$ cat config.mk
export PLATFORM = sky130hd
export DESIGN_NAME = button_conditioner_flat
export DESIGN_NICKNAME = d
export VERILOG_FILES = /design/src/rtl/button_conditioner_if.sv /design/src/rtl/button_conditioner.sv /design/src/flat_wrapper.sv
export SDC_FILE = /design/constraint.sdc
export NUM_CORES = 1
export LEC_CHECK = 0
export CAP_MARGIN = 40
export CELL_PAD_IN_SITES_DETAIL_PLACEMENT = 1
export CELL_PAD_IN_SITES_GLOBAL_PLACEMENT = 1
export CORE_ASPECT_RATIO = 0.6
export CORE_UTILIZATION = 52
export CTS_CLUSTER_SIZE = 25
export DETAILED_ROUTE_END_ITERATION = 8
export GPL_ROUTABILITY_DRIVEN = 0
export PLACE_DENSITY = 0.82
export REMOVE_ABC_BUFFERS = 1
export SYNTH_ARGS = -nofsm -noshare
export SYNTH_HDL_FRONTEND = slang
export SYNTH_SLANG_ARGS = --single-unit
$ cat constraint.sdc
create_clock -name clk -period 4.9 [get_ports clk]
set_input_delay 0.98 -clock clk [delete_from_list [all_inputs] [get_ports clk]]
set_output_delay 0.98 -clock clk [all_outputs]
set_load 0.05 [all_outputs]
$ cat src/rtl/button_conditioner_if.sv
// Button bundle between the raw pushbutton pins and the game core.
interface button_conditioner_if #(
    parameter int N_BTN = 5
);
    logic [N_BTN-1:0] btn_n;
    logic [N_BTN-1:0] pressed;
    logic [N_BTN-1:0] press_pulse;
    logic [N_BTN-1:0] release_pulse;
    logic [N_BTN-1:0] long_press;
    logic             any_press;

    modport master (
        output btn_n,
        input  pressed, press_pulse, release_pulse, long_press, any_press
    );

    modport slave (
        input  btn_n,
        output pressed, press_pulse, release_pulse, long_press, any_press
    );
endinterface

$ cat src/rtl/button_conditioner.sv
// Per-button 2-FF synchronizer, counter debouncer and press/release/long-press pulses.
// Define LONG_PRESS_EN to build the per-channel hold counters; otherwise long_press is 0.
module button_conditioner #(
    parameter int N_BTN           = 5,
    parameter int DEBOUNCE_CYCLES = 500000,
    parameter int CNT_W           = 20,
    parameter int LONG_CYCLES     = 25000000,
    parameter int LONG_W          = 25
) (
    input  logic                 clk,
    input  logic                 reset,
    button_conditioner_if.slave  bus
);

    if (DEBOUNCE_CYCLES < 2 || (longint'(DEBOUNCE_CYCLES) >> CNT_W) != 0) begin : g_bad_debounce_cfg
        $error("button_conditioner: DEBOUNCE_CYCLES must be >= 2 and fit in CNT_W bits");
    end
    if (LONG_CYCLES < 2 || (longint'(LONG_CYCLES) >> LONG_W) != 0) begin : g_bad_long_cfg
        $error("button_conditioner: LONG_CYCLES must be >= 2 and fit in LONG_W bits");
    end

    localparam logic [CNT_W-1:0] CNT_LAST = CNT_W'(DEBOUNCE_CYCLES - 1);

    logic [N_BTN-1:0]            sync1_q, sync2_q;
    logic [N_BTN-1:0]            stable_n_q, stable_n_d;
    logic [N_BTN-1:0]            press_q, press_d;
    logic [N_BTN-1:0]            rel_q, rel_d;
    logic [N_BTN-1:0][CNT_W-1:0] cnt_q, cnt_d;

    always_ff @(posedge clk or negedge reset) begin
        if (!reset) begin
            sync1_q    <= '1;
            sync2_q    <= '1;
            stable_n_q <= '1;
            press_q    <= '0;
            rel_q      <= '0;
            cnt_q      <= '0;
        end else begin
            sync1_q    <= bus.btn_n;
            sync2_q    <= sync1_q;
            stable_n_q <= stable_n_d;
            press_q    <= press_d;
            rel_q      <= rel_d;
            cnt_q      <= cnt_d;
        end
    end

    // Any return of sync2 to the stable level restarts the qualification window.
    always_comb begin
        stable_n_d = stable_n_q;
        press_d    = '0;
        rel_d      = '0;
        cnt_d      = '0;
        for (int unsigned i = 0; i < N_BTN; i++) begin
            if (sync2_q[i] != stable_n_q[i]) begin
                if (cnt_q[i] == CNT_LAST) begin
                    stable_n_d[i] = sync2_q[i];
                    press_d[i]    = ~sync2_q[i];
                    rel_d[i]      = sync2_q[i];
                end else begin
                    cnt_d[i] = cnt_q[i] + 1'b1;
                end
            end
        end
    end

    assign bus.pressed       = ~stable_n_q;
    assign bus.press_pulse   = press_q;
    assign bus.release_pulse = rel_q;
    assign bus.any_press     = |press_q;

`ifdef LONG_PRESS_EN
    localparam logic [LONG_W-1:0] HOLD_FIRE = LONG_W'(LONG_CYCLES - 1);
    localparam logic [LONG_W-1:0] HOLD_SAT  = LONG_W'(LONG_CYCLES);

    logic [N_BTN-1:0][LONG_W-1:0] hold_q, hold_d;
    logic [N_BTN-1:0]             long_q, long_d;

    always_ff @(posedge clk or negedge reset) begin
        if (!reset) begin
            hold_q <= '0;
            long_q <= '0;
        end else begin
            hold_q <= hold_d;
            long_q <= long_d;
        end
    end

    // Parking one count past the fire point gives exactly one pulse per press.
    always_comb begin
        hold_d = '0;
        long_d = '0;
        for (int unsigned i = 0; i < N_BTN; i++) begin
            if (!stable_n_q[i]) begin
                hold_d[i] = (hold_q[i] == HOLD_SAT) ? HOLD_SAT : hold_q[i] + 1'b1;
                long_d[i] = (hold_q[i] == HOLD_FIRE);
            end
        end
    end

    assign bus.long_press = long_q;
`else
    assign bus.long_press = '0;
`endif

endmodule

$ cat src/flat_wrapper.sv
// flat-port wrapper written by rule: the top's interface ports become plain ports
module button_conditioner_flat 
#(
    parameter int N_BTN           = 5,
    parameter int DEBOUNCE_CYCLES = 500000,
    parameter int CNT_W           = 20,
    parameter int LONG_CYCLES     = 25000000,
    parameter int LONG_W          = 25
)
  (clk, reset, bus_btn_n, bus_pressed, bus_press_pulse, bus_release_pulse, bus_long_press, bus_any_press);
  button_conditioner_if #(.N_BTN(N_BTN)) bus_i ();
  input  logic clk;
  input  logic reset;
  input wire logic [$bits(bus_i.btn_n)-1:0] bus_btn_n;
  output wire logic [$bits(bus_i.pressed)-1:0] bus_pressed;
  output wire logic [$bits(bus_i.press_pulse)-1:0] bus_press_pulse;
  output wire logic [$bits(bus_i.release_pulse)-1:0] bus_release_pulse;
  output wire logic [$bits(bus_i.long_press)-1:0] bus_long_press;
  output wire logic [$bits(bus_i.any_press)-1:0] bus_any_press;
  assign bus_i.btn_n = bus_btn_n;
  assign bus_pressed = bus_i.pressed;
  assign bus_press_pulse = bus_i.press_pulse;
  assign bus_release_pulse = bus_i.release_pulse;
  assign bus_long_press = bus_i.long_press;
  assign bus_any_press = bus_i.any_press;
  button_conditioner #(.N_BTN(N_BTN), .DEBOUNCE_CYCLES(DEBOUNCE_CYCLES), .CNT_W(CNT_W), .LONG_CYCLES(LONG_CYCLES), .LONG_W(LONG_W)) u_core (.clk(clk), .reset(reset), .bus(bus_i));
endmodule
==> results of run 1 <==
-- cell type report --
| class | instances | area, um2 | area share (%) |
|---|---|---|---|
| clock buffers | 20 | 446.7 | 6.392 |
| clock inverters | 12 | 145.1 | 2.077 |
| inverters | 25 | 93.84 | 1.343 |
| multi-input cells | 430 | 2708 | 38.75 |
| flip-flops and latches | 125 | 3147 | 45.03 |
| well taps | 160 | 200.2 | 2.865 |
| repair buffers | 26 | 247.7 | 3.545 |
-- flip-flops by register name, indices dropped and copies added (netlist names) --
register                  count
u_core.bus.press_pulse        5
u_core.sync2_q                5
u_core.stable_n_q             5
u_core.cnt_q                100
u_core.sync1_q                5
u_core.bus.release_pulse      5
-- through the flow --
step,std cells,hold WS [ps]
2_1_floorplan,580,345.2
3_3_place_gp,764,345.4
3_5_place_dp,766,347.5
4_1_cts,798,355.8
5_1_grt,798,357.2
6_report,798,355.0
-- layer usage --
layer | global-route usage [%] | share of wire (%) | vias up | wire length, um
li1 | - | - | 2142 | -
met1 | 37.98 | 48 | 2344 | 7147
met2 | 44.82 | 48 | 69 | 7227
met3 | 5.304 | 2.5 | 18 | 379
met4 | 10.97 | 1.4 | 0 | 204
met5 | 0 | 0 | - | 0
-- critical path, cell delays in order (launching register included) --
cell             delay, ps
dfstp_2                580
inv_1                   70
clkdlybuf4s50_1        710
-- worst min path at each step --
stage,start,to,cells after the start
2_1_floorplan,u_core.sync1_q[0],u_core.sync2_q[0],0
3_3_place_gp,u_core.sync1_q[2],u_core.sync2_q[2],0
3_5_place_dp,u_core.sync1_q[2],u_core.sync2_q[2],0
4_1_cts,u_core.sync1_q[2],u_core.sync2_q[2],0
5_1_grt,u_core.sync1_q[2],u_core.sync2_q[2],0
6_report,u_core.sync1_q[2],u_core.sync2_q[2],0
-- power breakdown --
group / switching (uW) / leakage (uW) / internal (uW) / total [uW]
logic: 53.9 / 0.000734 / 19.7 / 73.6
registers: 18.7 / 0.00168 / 1050 / 1070
clock network: 466 / 0.000294 / 809 / 1270
total: 538 / 0.00271 / 1880 / 2420
-- cell usage after synthesis (2+ instances only) --
library cell  number  share of area, %
and2_1             2              0.21
nand4_2            4              0.83
o21ai_0            9              0.75
dfstp_2           15               6.5
nand2b_1           2              0.21
nor4_1            24               2.5
or3_1             11               1.1
nand3_1           34               2.8
nor4bb_1           2              0.33
nor2_1            95               5.9
o21ai_1            2              0.17
a31o_2             3              0.43
a21oi_1           10              0.83
o221ai_1           2              0.29
or4_1              4              0.50
nor3b_1            5              0.62
mux2_1             3              0.56
dfrtp_1          110                46
nor3_1            35               2.9
nor4_2             4              0.83
buf_2             13               1.1
nand2_1           26               1.6
ha_1               5               1.0
buf_4              6              0.75
mux2i_1            5              0.83
nand4_4            2              0.70
inv_1             25               1.6
and4_1             2              0.29
mux2_2             2              0.37
nand4_1           27               2.8
xor2_1            16               2.3
a21oi_2            2              0.29
nor4b_1            3              0.43
xnor2_1           63               9.1
or4_4              2              0.37
and3_1             7              0.72
-- kinds of logic after synthesis --
family / synth area share (%)
adder cells (fa/ha/maj): 1.035
flip-flops: 52.07
AO/OA/AOI/OAI: 3.893
buffers and inverters: 3.375
other: 0.06205
AND/OR/NAND/NOR: 26.36
XOR/XNOR: 11.45
multiplexers: 1.760
==> impl_metrics.ini, run 1 <==
[cells_and_area]
fin_util_pct = 61.85
final_common_cell = dfrtp_1
fin_nets = 637
post-route-cell-area_um2 = 6988
layout_common_cells = dfrtp_1 (110), nor2_1 (95), xnor2_1 (63)
diodes = 0
synthToLayoutAreaGrowth_pct = 15.63
drive_gt1_share_pct = 11.29
nFillCells = 1237

[floorplan]
core-area_um2 = 11300
die_h_um = 85.51
die-area_um2 = 12070
die_width_um = 141.2
row_count = 30
initial_core_util_pct = 53.49
ios = 28

[power]
total_power_uw = 2418
p_per_area_nw_per_um2 = 346.0
leakagePower_uw = 0.002709
irDropWorstVdd_uv = 240.6

[worst_setup_path]
criticalPathCategory = reg2out
endpoint = bus_pressed[3]
reg2reg_depth = 6
rr_startpoint = u_core.cnt_q[60]
startpoint = u_core.stable_n_q[3]
endpoint_kind = output port
r2r_slack_ps = 2560
required_ps = 3920
r2r-end = u_core.cnt_q[75]
arrival_ps = 1780
critPathMaxFanout = 5
start_kind = register

[flow_run]
maxCapViolations = 0

[clocking]
holdBufCountCts = 0
root_buffer = clkbuf_16
cts_sinks = 125
cts_resized = 0
clkTransAtPathRegs_ps = 60
post_cts_buffers = 0
cts-buffers-inserted = 17
h-tree-depth = 4
cts_buffer_depth = 2
cts_tree = yes
clk-insertion-delay-late_ps = 430

[drt]
vias = 4573
drc = 0
routed_wirelength_mm = 14.96
drt_iter0_markers = 266
drtAntennaViolNets = 0
via_per_inst = 5.731
dr.pass1.iters = 4
detail_route.wl_per_cell_um = 18.74

[sta]
skew_ps = 12.87
rsz0062_at_grt = false
setup_viol = 0
fmax_mhz = 362.2
setup_ws_ps = 2139
tns_ps = 0
fin_crit_ps = 2761
slew_violations = 0
worstMarginPinSlew_ps = 856.1
period_share_pct = 56.35
hold_violations = 0
max_slew_margin_pct = 42.92

[logic_synthesis]
synth_cell_types = 49
synth-main-ff-cell = dfrtp_1
synth_edf_count = 0
syn-cell-area_um2 = 6043
syn_inst = 595
ys_warn_count = 0
synth_area_per_cell_um2 = 10.16
ys_async_sr_fraction_pct = 100.0
ys_seq_area_share_pct = 52.07
synth.ff_latch_count = 125

[global_route]
grt_pass1_wl_mm = 25.70
antenna_found_initial = 0
grt_usage_pct = 27.96
grt.overflow.total = 0
first_global_vias = 4933
grt_start_max_net_pins = 68

[place]
preCtsSetupSlack_ps = 2584
portBuffers = 22
placed_area_um2 = 6396
place_hpwl_mm = 9.848

[min_path]
hp-class = reg2reg

[status]
status = completed
(Power assumes the default switching activity.)
==> run 2: changes to the inputs <==
--- a/config.mk
+++ b/config.mk
@@ -9,11 +9,11 @@
 export CELL_PAD_IN_SITES_DETAIL_PLACEMENT = 1
 export CELL_PAD_IN_SITES_GLOBAL_PLACEMENT = 1
 export CORE_ASPECT_RATIO = 0.6
-export CORE_UTILIZATION = 52
+export CORE_UTILIZATION = 48
 export CTS_CLUSTER_SIZE = 25
 export DETAILED_ROUTE_END_ITERATION = 8
 export GPL_ROUTABILITY_DRIVEN = 0
-export PLACE_DENSITY = 0.82
+export PLACE_DENSITY = 0.77
 export REMOVE_ABC_BUFFERS = 1
 export SYNTH_ARGS = -nofsm -noshare
 export SYNTH_HDL_FRONTEND = slang
==> constraint.sdc (replaced) <==
create_clock -name clk -period 2.9 [get_ports clk]
set_input_delay 0.58 -clock clk [delete_from_list [all_inputs] [get_ports clk]]
set_output_delay 0.58 -clock clk [all_outputs]
set_load 0.05 [all_outputs]
==> run 2 against run 1 <==
Total power is 67% higher. Register-to-register slack worse by 1900 ps. First-iteration DRC count is 20% lower. Global-route usage is 2.4 points lower. Clock skew is 3.4 ps lower. Sequential power is 68% higher. Utilization is 4.4 points lower. Clock-buffer cell count stayed put. Combinational power is 75% higher. Die area is 8.2% higher. Critical endpoint is now bus_pressed[0].
==> impl_metrics.ini, run 2 (same netlist as run 1, synthesis figures left out) <==
[floorplan]
row_count = 31
initial_core_util_pct = 49.62
ios = 28
die-area_um2 = 13060
core-area_um2 = 12180
die_width_um = 146.9
die_h_um = 88.92

[flow_run]
maxCapViolations = 0

[worst_setup_path]
critical_path_buf_inv_count = 2
start_kind = register
arrival_ps = 1790
cpPeakStageDelay_ps = 710
criticalPathCategory = reg2out
required_ps = 2320
path_cells = inv_1 -> clkdlybuf4s50_1
critPathSlowestCell = clkdlybuf4s50_1
critPathMaxFanout = 4
crit_family = buffers and inverters
endpoint_kind = output port

[clocking]
cts_buffer_depth = 2
cts_tree = yes
h-tree-depth = 4
root_buffer = clkbuf_16
clk-insertion-delay-late_ps = 420
cts_resized = 0
cts_sinks = 125
holdBufCountCts = 0
clkTransAtPathRegs_ps = 60
cts-buffers-inserted = 17
post_cts_buffers = 0

[cells_and_area]
top_register = u_core.cnt_q
largest_reg_flops = 100
multiInputGateArea_um2 = 2708
final_common_cell = dfrtp_1
nFillCells = 1340
seq_area_um2 = 3147
drive_gt1_share_pct = 11.58
diodes = 0
synthToLayoutAreaGrowth_pct = 15.82
fin_nets = 638
layout_common_cells = dfrtp_1 (110), nor2_1 (95), xnor2_1 (63)

[power]
pwr-share-comb_pct = 3.2
p_clk_share_pct = 52.0
internal_power_uw = 3112
netSwitchingPower_uw = 917.8
p_per_area_nw_per_um2 = 575.7
switching_share_pct = 22.78
irDropWorstVdd_uv = 479.6
leakagePower_uw = 0.002714
p_seq_share_pct = 44.8
total_power_uw = 4029

[min_path]
hp-class = in2async

[drt]
routed_wirelength_mm = 15.36
drc = 0
via_per_inst = 5.748
dr.pass1.iters = 4
drtAntennaViolNets = 0
detail_route.wl_per_cell_um = 19.10
drt_iter0_markers = 212
vias = 4621

[global_route]
antenna_found_initial = 0
grt.overflow.total = 0
grt_start_max_net_pins = 53
grt_usage_pct = 25.58
grt_pass1_wl_mm = 25.45
first_global_vias = 4891

[sta]
hold_violations = 0
period_share_pct = 81.76
slew_violations = 0
setup_viol = 0
max_slew_margin_pct = 47.89
worstMarginPinSlew_ps = 781.7
fmax_mhz = 421.8
skew_ps = 9.514
tns_ps = 0
rsz0062_at_grt = false
fin_crit_ps = 2371

[status]
status = completed

[place]
place_hpwl_mm = 10.27
portBuffers = 22
run 2: cell types whose count changed in the layout (fill, tap and decap cells not counted):
cell / before / now
buf_12: 0 / 1
bufinv_16: 3 / 2
clkbuf_1: 2 / 1
clkbuf_8: 1 / 2
clkinv_2: 6 / 7
clkinv_4: 1 / 2
inv_6: 1 / 0
run 2: final timing paths:
check | start | to | slack, ps | cells after the start
max in group asynchronous | reset | u_core.sync2_q[2] | 1840 | 2
hold / removal | reset | u_core.cnt_q[78] | 200 | 1
min in group clk | u_core.sync1_q[3] | u_core.sync2_q[3] | 360 | 0
setup reg to reg | u_core.cnt_q[0] | u_core.cnt_q[5] | 710 | 5
hold reg to reg | u_core.sync1_q[3] | u_core.sync2_q[3] | 360 | 0
setup / recovery | u_core.stable_n_q[0] | bus_pressed[0] | 530 | 2
run 2: area by class of cell:
type / instances / share of cell area, %
Inverter: 25 / 1.341
Sequential cell: 125 / 44.96
Clock buffer: 20 / 6.525
Timing Repair Buffer: 27 / 3.826
Tap cell: 165 / 2.950
Multi-Input combinational cell: 430 / 38.68
Clock inverter: 12 / 1.716
run 2: power by group through the flow:
stage          Combinational [uW]  Sequential, uW  Clock (uW)
2_1_floorplan                60.6            1830           0
3_3_place_gp                  125            1830           0
3_5_place_dp                  130            1830           0
4_1_cts                       132            1800        2120
5_1_grt                       144            1810        2190
6_report                      129            1800        2100
run 2: routing by layer:
| layer | global-route usage, % | vias up | wire (um) |
|---|---|---|---|
| met5 | 0 | - | 0 |
| met4 | 7.765 | 0 | 177 |
| met3 | 6.480 | 20 | 477 |
| met2 | 42.78 | 76 | 7280 |
| met1 | 33.34 | 2382 | 7420 |
| li1 | - | 2143 | - |
run 2: stage by stage:
step	worst slack, ps	area, um2	hold WS, ps	cells	util (%)
after floorplan	941.8	5948	284.4	580	-
after global placement	863.0	6422	345.7	772	52.73
after detailed placement	756.7	6422	348.4	772	52.73
after CTS	523.6	6999	227.3	804	57.47
after global routing	496.4	6999	245.3	804	57.47
final	529.0	6999	195.6	804	57.47
